**config.mk**
```make
export PLATFORM = sky130hd
export DESIGN_NAME = car_switch_conditioner
export DESIGN_NICKNAME = d
export VERILOG_FILES = /design/src/rtl/car_lights_pkg.sv /design/src/rtl/switch_debounce.sv /design/src/rtl/car_switch_conditioner.sv
export SDC_FILE = /design/constraint.sdc
export NUM_CORES = 1
export LEC_CHECK = 0
export CORE_UTILIZATION = 35
export DETAILED_ROUTE_END_ITERATION = 10
export SLEW_MARGIN = 30
export SYNTH_ARGS = -nofsm -noshare
export SYNTH_HDL_FRONTEND = slang
export SYNTH_HIERARCHICAL = 1
export SYNTH_SLANG_ARGS = --single-unit
```
**constraint.sdc**
```tcl
create_clock -name clk -period 1.6 [get_ports clk]
set_input_delay 0.16 -clock clk [delete_from_list [all_inputs] [get_ports clk]]
set_output_delay 0.16 -clock clk [all_outputs]
set_load 0.05 [all_outputs]
```
**src/rtl/car_lights_pkg.sv**
```systemverilog
// Shared definitions for the car light switch path: exterior select codes,
// the default debounce length and the select priority function.
package car_lights_pkg;

  typedef enum logic [1:0] {
    SEL_OFF       = 2'b00,
    SEL_LEFT      = 2'b01,
    SEL_RIGHT     = 2'b10,
    SEL_BREAKDOWN = 2'b11
  } sel_e;

  localparam int unsigned DEBOUNCE_DEFAULT = 32'd4;

  // Breakdown latch overrides the key; a single stalk direction is needed for a turn.
  function automatic sel_e select_code(input logic latch, input logic key,
                                       input logic left, input logic right);
    sel_e code;
    if (latch) begin
      code = SEL_BREAKDOWN;
    end else if (!key) begin
      code = SEL_OFF;
    end else if (left && !right) begin
      code = SEL_LEFT;
    end else if (right && !left) begin
      code = SEL_RIGHT;
    end else begin
      code = SEL_OFF;
    end
    return code;
  endfunction

endpackage

```
**src/rtl/switch_debounce.sv**
```systemverilog
// Single-bit switch debouncer: the stable value follows the input only after
// DEBOUNCE_CYCLES consecutive samples that disagree with it.
module switch_debounce
  import car_lights_pkg::*;
#(
  parameter int unsigned DEBOUNCE_CYCLES = DEBOUNCE_DEFAULT
) (
  input  logic clk,
  input  logic rst_n,
  input  logic raw_i,
  output logic stable_o
);

  localparam int unsigned CW = $clog2(DEBOUNCE_CYCLES + 32'd1);
  localparam logic [CW-1:0] CNT_LAST = CW'(DEBOUNCE_CYCLES - 32'd1);

  logic [CW-1:0] cnt_q, cnt_d;
  logic          stable_q, stable_d;

  // The >= compare doubles as saturation so the counter can never wrap.
  always_comb begin
    stable_d = stable_q;
    cnt_d    = cnt_q;
    if (raw_i == stable_q) begin
      cnt_d = '0;
    end else if (cnt_q >= CNT_LAST) begin
      stable_d = raw_i;
      cnt_d    = '0;
    end else begin
      cnt_d = cnt_q + CW'(1);
    end
  end

  always_ff @(posedge clk or negedge rst_n) begin
    if (!rst_n) begin
      cnt_q    <= '0;
      stable_q <= 1'b0;
    end else begin
      cnt_q    <= cnt_d;
      stable_q <= stable_d;
    end
  end

  assign stable_o = stable_q;

endmodule

```
**src/rtl/car_switch_conditioner.sv**
```systemverilog
// Debounces door/key/stalk/hazard contacts and derives the exterior light code.
// Optional SWITCH_SYNC_EN inserts a 2-flop synchroniser ahead of every debouncer.
module car_switch_conditioner
  import car_lights_pkg::*;
#(
  parameter int unsigned DEBOUNCE_CYCLES = DEBOUNCE_DEFAULT
) (
  input  logic       clk,
  input  logic       rst_n,
  input  logic [3:0] raw_door,
  input  logic       raw_key,
  input  logic       raw_left,
  input  logic       raw_right,
  input  logic       raw_hazard,
  output logic [3:0] door,
  output logic       key,
  output logic [1:0] select_ext,
  output logic       changed
);

  // Bit map: [3:0] doors, [4] key, [5] left, [6] right, [7] hazard.
  logic [7:0] raw_s;
  logic [7:0] deb_in_s;
  logic [7:0] deb_s;

  assign raw_s = {raw_hazard, raw_right, raw_left, raw_key, raw_door};

`ifdef SWITCH_SYNC_EN
  logic [7:0] sync1_q, sync1_d;
  logic [7:0] sync2_q, sync2_d;

  always_comb begin
    sync1_d = raw_s;
    sync2_d = sync1_q;
  end

  always_ff @(posedge clk or negedge rst_n) begin
    if (!rst_n) begin
      sync1_q <= 8'h00;
      sync2_q <= 8'h00;
    end else begin
      sync1_q <= sync1_d;
      sync2_q <= sync2_d;
    end
  end

  assign deb_in_s = sync2_q;
`else
  assign deb_in_s = raw_s;
`endif

  for (genvar i = 0; i < 8; i++) begin : g_deb
    switch_debounce #(
      .DEBOUNCE_CYCLES(DEBOUNCE_CYCLES)
    ) u_deb (
      .clk     (clk),
      .rst_n   (rst_n),
      .raw_i   (deb_in_s[i]),
      .stable_o(deb_s[i])
    );
  end

  logic       haz_prev_q, haz_prev_d;
  logic       latch_q, latch_d;
  logic [1:0] sel_q, sel_d;
  logic [6:0] snap_q, snap_d;
  logic       changed_q, changed_d;

  // The select code uses the post-toggle latch so a same-cycle hazard edge wins.
  always_comb begin
    haz_prev_d = deb_s[7];
    latch_d    = latch_q ^ (deb_s[7] & ~haz_prev_q);
    sel_d      = select_code(latch_d, deb_s[4], deb_s[5], deb_s[6]);
    snap_d     = {deb_s[4:0], sel_q};
    changed_d  = (snap_d != snap_q);
  end

  always_ff @(posedge clk or negedge rst_n) begin
    if (!rst_n) begin
      haz_prev_q <= 1'b0;
      latch_q    <= 1'b0;
      sel_q      <= 2'b00;
      snap_q     <= 7'h00;
      changed_q  <= 1'b0;
    end else begin
      haz_prev_q <= haz_prev_d;
      latch_q    <= latch_d;
      sel_q      <= sel_d;
      snap_q     <= snap_d;
      changed_q  <= changed_d;
    end
  end

  assign door       = deb_s[3:0];
  assign key        = deb_s[4];
  assign select_ext = sel_q;
  assign changed    = changed_q;

endmodule

```
; Yosys cells after proc, flatten, opt, wreduce, memory -nomap -nowiden
; Cells that the tools add are included.
[totals]
out_inout_bits = 8
in_bits = 10
wordCells = 89
register_bits = 44
[op_classes]
bitwise = 11
eq_ne = 9
order_cmp = 8
mux = 20
reduce_logical = 12
n_addsub = 8
[ops]
columns = cell, n
row1 = $mux W3, 16
row2 = $add A3 B1 Y3 const B, 8
row3 = $ge A3 B2 Y1 const B, 8
row4 = $reduce_and A2 Y1, 8
row5 = $not A1 Y1, 9
row6 = $eq A1 B1 Y1, 8
row7 = $mux W2, 4
row8 = $ne A7 B7 Y1, 1
row9 = $logic_and A1 B1 Y1, 2
row10 = $logic_not A1 Y1, 2
row11 = $and A1 B1 Y1, 1
row12 = $xor A1 B1 Y1, 1

; Longest topological paths before layout
[depth]
word_depth = 6
mapped_depth = 4
ltp_nobuf = 4

; By module
; Netlist, hierarchy kept.
[by_module_without_submodules]
columns = module, seq_area_each_um2, area_each_um2, cells_per_inst, n_inst
row1 = switch_debounce, 100.1, 180.2, 13, 8
row2 = car_switch_conditioner, 300.3, 442.9, 32, 1

; Least setup slack after synthesis
; Ideal clock, no wire load.
[synth_path]
path_kind = flip-flop to flip-flop
from = register g_deb[4].u_deb.cnt_q[0]
to = register g_deb[4].u_deb.stable_q
n_path_buf = 0
t_required_ns = 1.475
path_stages_with_launch = 5
setup_slack_ns = 0.134
period_less_slack_ns = 1.466
t_arrival_ns = 1.340
setup_ns = 0.125
path_cell_list = dfrtp_1 > ha_1 > ha_1 > a211o_1 > mux2_4
[synth_between]
elab_chain_len = 2
[synth_rtl]
columns = item, line_no
row1 = start: declaration, switch_debounce.sv:17  ; logic [CW-1:0] cnt_q, cnt_d;
row2 = start signal: assignment, switch_debounce.sv:39  ; cnt_q <= cnt_d;
row3 = $ge A3 B2 Y1, switch_debounce.sv:26  ; end else if (cnt_q >= CNT_LAST) begin
row4 = $reduce_and A2 Y1 (no source line), -
row5 = end signal: assignment, switch_debounce.sv:40  ; stable_q <= stable_d;
row6 = end: declaration, switch_debounce.sv:18  ; logic stable_q, stable_d;
; No other way between the ends.
; A chain may end at the register's enable or synchronous reset.

; Worst setup path in the final report
[layout_path]
from = register g_deb[3].u_deb.cnt_q[0]
to = register g_deb[3].u_deb.stable_q
[layout_between]
elab_chain_len = 2
[layout_rtl]
columns = item, line_no
row1 = start: declaration, switch_debounce.sv:17
row2 = start signal: assignment, switch_debounce.sv:39
row3 = $ge A3 B2 Y1, switch_debounce.sv:26
row4 = $reduce_and A2 Y1 (no source line), -
row5 = end signal: assignment, switch_debounce.sv:40
row6 = end: declaration, switch_debounce.sv:18
; No other way between the ends.

==> results.py <==
metrics = {
    "routing": {
        "detail_route.wl_per_cell_um": 13.13,
        "drt_pre_antenna_iters": 4,
        "drc": 0,
        "dr.first_iter.drc_count": 43,
        "sum_of_routed_wire_length_over_all_layers_mm": 3.020,
        "post_drt_via_cell_ratio": 4.752,
        "vias": 1093,
        "route.antenna.remaining_nets": 0,
    },
    "global_route": {
        "grt_pass1_vias": 1249,
        "global_route.overflow_total": 0,
        "grt_pass1_wl_mm": 5.313,
        "grt_util_all_layers_pct": 12.87,
        "largest_net_degree_at_the_start_of_global_routing": 45,
        "number_of_antenna_violations_at_the_first_check_in_global_routing": 0,
    },
    "timing": {
        "final_period_minus_worst_setup_slack_ns": 1.561,
        "finalClockSkew_ns": 0.004712,
        "rsz0062_at_grt": "false",
        "setup-violations-final": 0,
        "timing.slew.headroom_pct": 63.44,
        "final_max_slew_viol_count": 0,
        "achievable-frequency_mhz": 640.7,
        "fin_crit_sh_pct": 97.54,
        "final-hold-violation-count": 0,
        "post-route-worst-setup-slack_ns": 0.03929,
        "setup_tns_ns": 0,
        "worst_slew_pin_slew_ns": 0.5484,
    },
    "logic_synthesis": {
        "yosysWarnings": 6,
        "netlist-cell-type-count": 16,
        "synth_top_area_cell": "sky130_fd_sc_hd__dfrtp_1",
        "netlist_area_pre_place_um2": 1884,
        "ys_seq_area_share_pct": 58.43,
        "netlist_instances": 136,
        "postSynthNetCount": 162,
        "synth-seq-cells": 44,
        "synth.top_cells.by_area": "sky130_fd_sc_hd__dfrtp_1, sky130_fd_sc_hd__ha_1, sky130_fd_sc_hd__mux2_4",
        "syn_avg_cell_area_um2": 13.86,
        "synth_top_cell_area_share_pct": 58.43,
    },
    "die": {
        "num_io_pins": 18,
        "fp.dieArea_um2": 5681,
        "chipWidth_um": 75.38,
        "placeableCoreArea_um2": 5140,
        "die_y_um": 75.38,
        "initial_core_utilization_pct": 36.66,
        "placement_rows": 26,
    },
    "finish": {
        "final_cell_count_no_fill": 230,
        "area.growth.synth_to_final_pct": 17.26,
        "post_route_cells_drive_above_1_share_pct": 16.25,
        "final_design_area_no_fill_um2": 2210,
        "total_area_of_multi_input_combinational_cells_um2": 719.4,
        "nFillCells": 510,
        "numnets_final": 186,
        "num_antenna_cells": 0,
        "area.sequential_um2": 1101,
    },
    "worst_setup_path": {
        "setup.worst_path.class": "flip-flop to flip-flop",
        "crit_path_max_incr_delay_ns": 0.40,
        "worst_path_most_repeated_cell": "sky130_fd_sc_hd__ha_1",
        "path_delay_family": "adder cells",
        "critical_path.cell_chain": "ha_1 -> ha_1 -> a211o_1 -> mux2_4",
        "worstSetupStartpoint": "g_deb[3].u_deb/cnt_q[0]$_DFF_PN0_",
        "critPathMaxFanout": 3,
        "crit_buf_inv": 0,
        "r2r-start": "g_deb[3].u_deb/cnt_q[0]$_DFF_PN0_",
        "cp_data_arrival_time_ns": 1.74,
        "critical_path.slowest_cell": "sky130_fd_sc_hd__dfrtp_1",
        "timing.critical_path.required_ns": 1.78,
        "category_of_the_worst_setup_path_launch_point": "flip-flop",
        "endpoint_type_of_the_worst_setup_path": "flip-flop",
    },
    "clock_tree": {
        "cts-buffers-inserted": 5,
        "ctsResizeCount": 0,
        "tritoncts": "done",
        "cts-root-buf": "sky130_fd_sc_hd__clkbuf_8",
        "clockBufferDepth": 2,
        "clkLatencyLatePin_ns": 0.29,
        "htreeDepth": 2,
        "worst_setup_hold_path_clk_slew_ns": 0.07,
        "cts_sinks": 44,
    },
    "power_and_ir_drop": {
        "irDropWorstVdd_v": 0.0009178,
        "leakage_nw": 1.045,
        "cellPowerDensity_nw_per_um2": 2010,
    },
    "min_path": {
        "hp-start": "select_ext[0]$_DFF_PN0_",
        "hold_path_class": "flip-flop to flip-flop",
    },
    "placement": {
        "hpwl_mm": 2.205,
        "placement.setup.worst_slack_ns": 0.04214,
        "post_dp_cell_area_um2": 2107,
        "globalplace.congestion": 0.6687,
        "placement.io_buffers": 17,
        "post-place-cells": 220,
    },
    "run": {
        "cap_viol_max_count": 0,
    },
    "status": {
        "run_status": "complete, no violations",
    },
}
[layout make-up]
| class | instances | area share, % |
|---|---|---|
| Clock buffer | 6 | 3.284 |
| Clock inverter | 1 | 0.2265 |
| Inverter | 9 | 1.529 |
| Multi-Input combinational cell | 79 | 32.56 |
| Sequential cell | 44 | 49.83 |
| Tap cell | 70 | 3.964 |
| Timing Repair Buffer | 21 | 8.607 |
[worst paths after layout]
kind	endpoint	slack, ns	depth (start not counted)
worst min-delay path	snap_q[0]$_DFF_PN0_	0.44	0
worst max-delay path	g_deb[3].u_deb/stable_o$_DFFE_PN0P_	0.04	4
worst min register to register	snap_q[0]$_DFF_PN0_	0.44	0
min in group asynchronous	g_deb[2].u_deb/cnt_q[0]$_DFF_PN0_	0.47	3
max in group asynchronous	g_deb[7].u_deb/stable_o$_DFFE_PN0P_	0.75	3
worst max register to register	g_deb[3].u_deb/stable_o$_DFFE_PN0P_	0.04	4
[routing by layer]
layer / global-route usage (%) / vias up / part of all wire (%)
li1: - / 526 / -
met1: 12.75 / 538 / 38
met2: 23.51 / 21 / 54
met3: 5.291 / 8 / 5.2
met4: 5.761 / 0 / 1.9
met5: 0 / - / 0
[stage by stage]
| stage | utilization (%) | hold slack, ns | total power [mW] |
|---|---|---|---|
| final | 42.99 | 0.4388 | 4.442 |
| after floorplan | - | -0.1356 | 3.349 |
| after global placement | 40.99 | 0.2565 | 3.668 |
| after CTS | 42.70 | 0.4468 | 4.490 |
| after global routing | 42.99 | 0.4623 | 4.790 |
| after detailed placement | 40.99 | 0.2725 | 3.827 |
[Yosys cell counts]
cell type                  instances
sky130_fd_sc_hd__dfrtp_1          44
sky130_fd_sc_hd__ha_1             16
sky130_fd_sc_hd__xnor2_1          12
sky130_fd_sc_hd__inv_1             9
sky130_fd_sc_hd__nor4_1            9
sky130_fd_sc_hd__a211o_1           8
sky130_fd_sc_hd__mux2_4            8
sky130_fd_sc_hd__nor3_1            8
sky130_fd_sc_hd__nor3b_1           8
sky130_fd_sc_hd__buf_4             4
sky130_fd_sc_hd__xor2_1            4
sky130_fd_sc_hd__nand2_1           2
sky130_fd_sc_hd__nand3b_1          1
sky130_fd_sc_hd__nand4_1           1
sky130_fd_sc_hd__nor2b_1           1
sky130_fd_sc_hd__o21ai_0           1
[cell families (layout without fill, tap and decap cells)]
logic type	after synthesis	count (layout)	share of synthesized area (%)
DFF	44	44	58.43
and+or+nand+nor	30	30	9.762
buffers and inverters	13	37	3.386
xor gates and xnor gates	16	16	7.437
AOI/OAI and AO/OA	9	9	3.984
muxes	8	8	6.375
adders and majority gates	16	16	10.62
[layout by cell type (no fill, tap or decap), types with 2 or more instances in the layout]
cell type and instances:
sky130_fd_sc_hd__nand2_1 2, sky130_fd_sc_hd__dfrtp_1 44, sky130_fd_sc_hd__xor2_1 4, sky130_fd_sc_hd__xnor2_1 12, sky130_fd_sc_hd__a211o_1 8, sky130_fd_sc_hd__clkdlybuf4s50_1 8, sky130_fd_sc_hd__inv_1 9, sky130_fd_sc_hd__buf_4 10
sky130_fd_sc_hd__ha_1 16, sky130_fd_sc_hd__nor3b_1 8, sky130_fd_sc_hd__nor3_1 8, sky130_fd_sc_hd__mux2_4 8, sky130_fd_sc_hd__nor4_1 9, sky130_fd_sc_hd__clkbuf_8 5
[sequential cells by signal (all words and copies together), names as in the netlist]
register,count
changed,1
g_deb.u_deb/cnt_q,24
latch_q,1
haz_prev_q,1
snap_q,7
select_ext,2
g_deb.u_deb/stable_o,8
[power by group]
| group | internal (mW) | total, mW | switching, mW |
|---|---|---|---|
| clock | 0.297 | 0.644 | 0.347 |
| sequential | 1.57 | 1.97 | 0.395 |
| combinational | 0.912 | 1.83 | 0.919 |
| total | 2.78 | 4.44 | 1.66 |
[what timing repair did]
action                                  4_1_cts  5_1_grt
buffers inserted                              0        2
endpoints found under the setup margin        0        6
hold buffers                                  1        0
endpoints found under the hold margin        44        0
Power figures use the tool's default switching activity.
==> patch (same flow settings) <==
`DEBOUNCE_DEFAULT`: 32'd4 -> 32'd8.
--- a/src/rtl/car_lights_pkg.sv
+++ b/src/rtl/car_lights_pkg.sv
@@ -11,3 +11,3 @@
 
-  localparam int unsigned DEBOUNCE_DEFAULT = 32'd4;
+  localparam int unsigned DEBOUNCE_DEFAULT = 32'd8;
 
Check against the original RTL: not equivalent (Yosys sat finds a counterexample within 10 cycles, from zero or initial values and one cycle with rst_n low).
==> patch against the unedited design <==
Cell area is 14% higher. Wire length increased by 16%. Total power is 9.8% higher. Sequential share of layout area rose by 2.0 points. Synthesized area grew 14%. Sequential power rose by 14%. Setup slack gained 0.25 ns. Largest power group unchanged. Sequential cell count up 8.
==> patch: results (changes against the unedited design) <==
- DRT Pass-1 Iters: 2 (was 4)
- Reg2reg path depth: 3 (was 4)
- Clock skew: 0.00407 ns (was 0.00471 ns)
- Dpl ws: 0.289 ns (was 0.0421 ns)
- Layout cells sized above 1: 0.186 (was 0.163)
- CP endpoint: g_deb[6].u_deb/stable_o$_DFFE_PN0P_ (was g_deb[3].u_deb/stable_o$_DFFE_PN0P_)
- Via count: 1268 (was 1093)
- Critical path arrival: 1.50 ns (was 1.74 ns)
- Status: complete, no violations (unchanged)
- Sequential share of the synthesized area: 0.604 (was 0.584)
- First-pass GRT wire length: 5950 um (was 5310 um)
- 1st-iter DRT viols: 81 (was 43)
- Worst-path clk slew: 0.09 ns (was 0.07 ns)
- Top post-synthesis cells by count: 52 x dfrtp_1, 24 x nor3_1, 20 x xnor2_1, 9 x inv_1 (was 44 x dfrtp_1, 16 x ha_1, 12 x xnor2_1, 9 x inv_1, 9 x nor4_1)
- Clock group share of total power: 0.185 (was 0.145)
- Max Clk Rate: 764 MHz (was 641 MHz)
- Critical Path Max Stage Delay: 0.42 ns (was 0.40 ns)
- CP top delay family: flip-flops (was adder cells)
- Max reg flops: 32 (was 24)
- Total GRT Usage: 0.120 (was 0.129)
- Synthesized-area fraction occupied by adder cells: 0.0465 (was 0.106)
- Post-Synth XOR/XNOR Area: 0.0976 (was 0.0744)
- Sw power: 1.85 mW (was 1.66 mW)
- Synth top area cells: dfrtp_1 60%, xnor2_1 8.1%, nor3_1 5.6% (was dfrtp_1 58%, ha_1 11%, mux2_4 6.4%)
- Post-layout net count: 200 (was 186)
- Largest net degree at the start of global routing: 43 (was 45)
- Gpl congestion: 0.666 (was 0.669)
- Peak supply drop: 0.759 mV (was 0.918 mV)
- Number of library cell types mapped by synthesis: 17 (was 16)
- Synth Area in Compound Gates: 0.0767 (was 0.0398)
[patch: final cells by class]
cell class / count / area [um^2] / area share
clock buffer: 5 / 68.8 / 0.0274
clock inverter: 3 / 46.3 / 0.0185
inverter: 9 / 33.8 / 0.0135
multi-input combinational: 95 / 790 / 0.315
sequential: 52 / 1300 / 0.519
tap: 75 / 93.8 / 0.0374
timing repair buffer: 19 / 175 / 0.0698
[patch: stage by stage]
step	hold slack (ns)	cell area (um^2)	utilization	instances
floorplan	-0.136	2150	-	160
global route	0.301	2510	0.424	258
finish	0.279	2510	0.424	258
global placement	0.0482	2380	0.403	249
CTS	0.274	2510	0.424	258
detailed placement	0.0601	2380	0.403	249
[patch: worst reg2reg max path, cell delays in order (launching register included)]
cell and delay [ns]:
dfrtp_1 0.42, ha_1 0.28, a21oi_1 0.16, mux2_2 0.35
[patch: metal layers]
layer | track usage | up-vias | wire length (um)
met5 | 0 | - | 0
met4 | 0.0411 | 0 | 31
met3 | 0.0273 | 4 | 90
met2 | 0.215 | 14 | 1870
met1 | 0.140 | 638 | 1520
li1 | - | 612 | -
[patch: how the worst min path moves through the flow]
stage / cells past startpoint / endpoint / slack [ns]
floorplan: 0 / changed$_DFF_PN0_ / -0.14
global placement: 1 / g_deb[0].u_deb/cnt_q[3]$_DFF_PN0_ / 0.05
detailed placement: 1 / g_deb[0].u_deb/cnt_q[2]$_DFF_PN0_ / 0.06
CTS: 2 / g_deb[0].u_deb/cnt_q[0]$_DFF_PN0_ / 0.27
global route: 2 / g_deb[2].u_deb/cnt_q[0]$_DFF_PN0_ / 0.30
finish: 2 / g_deb[2].u_deb/cnt_q[0]$_DFF_PN0_ / 0.28
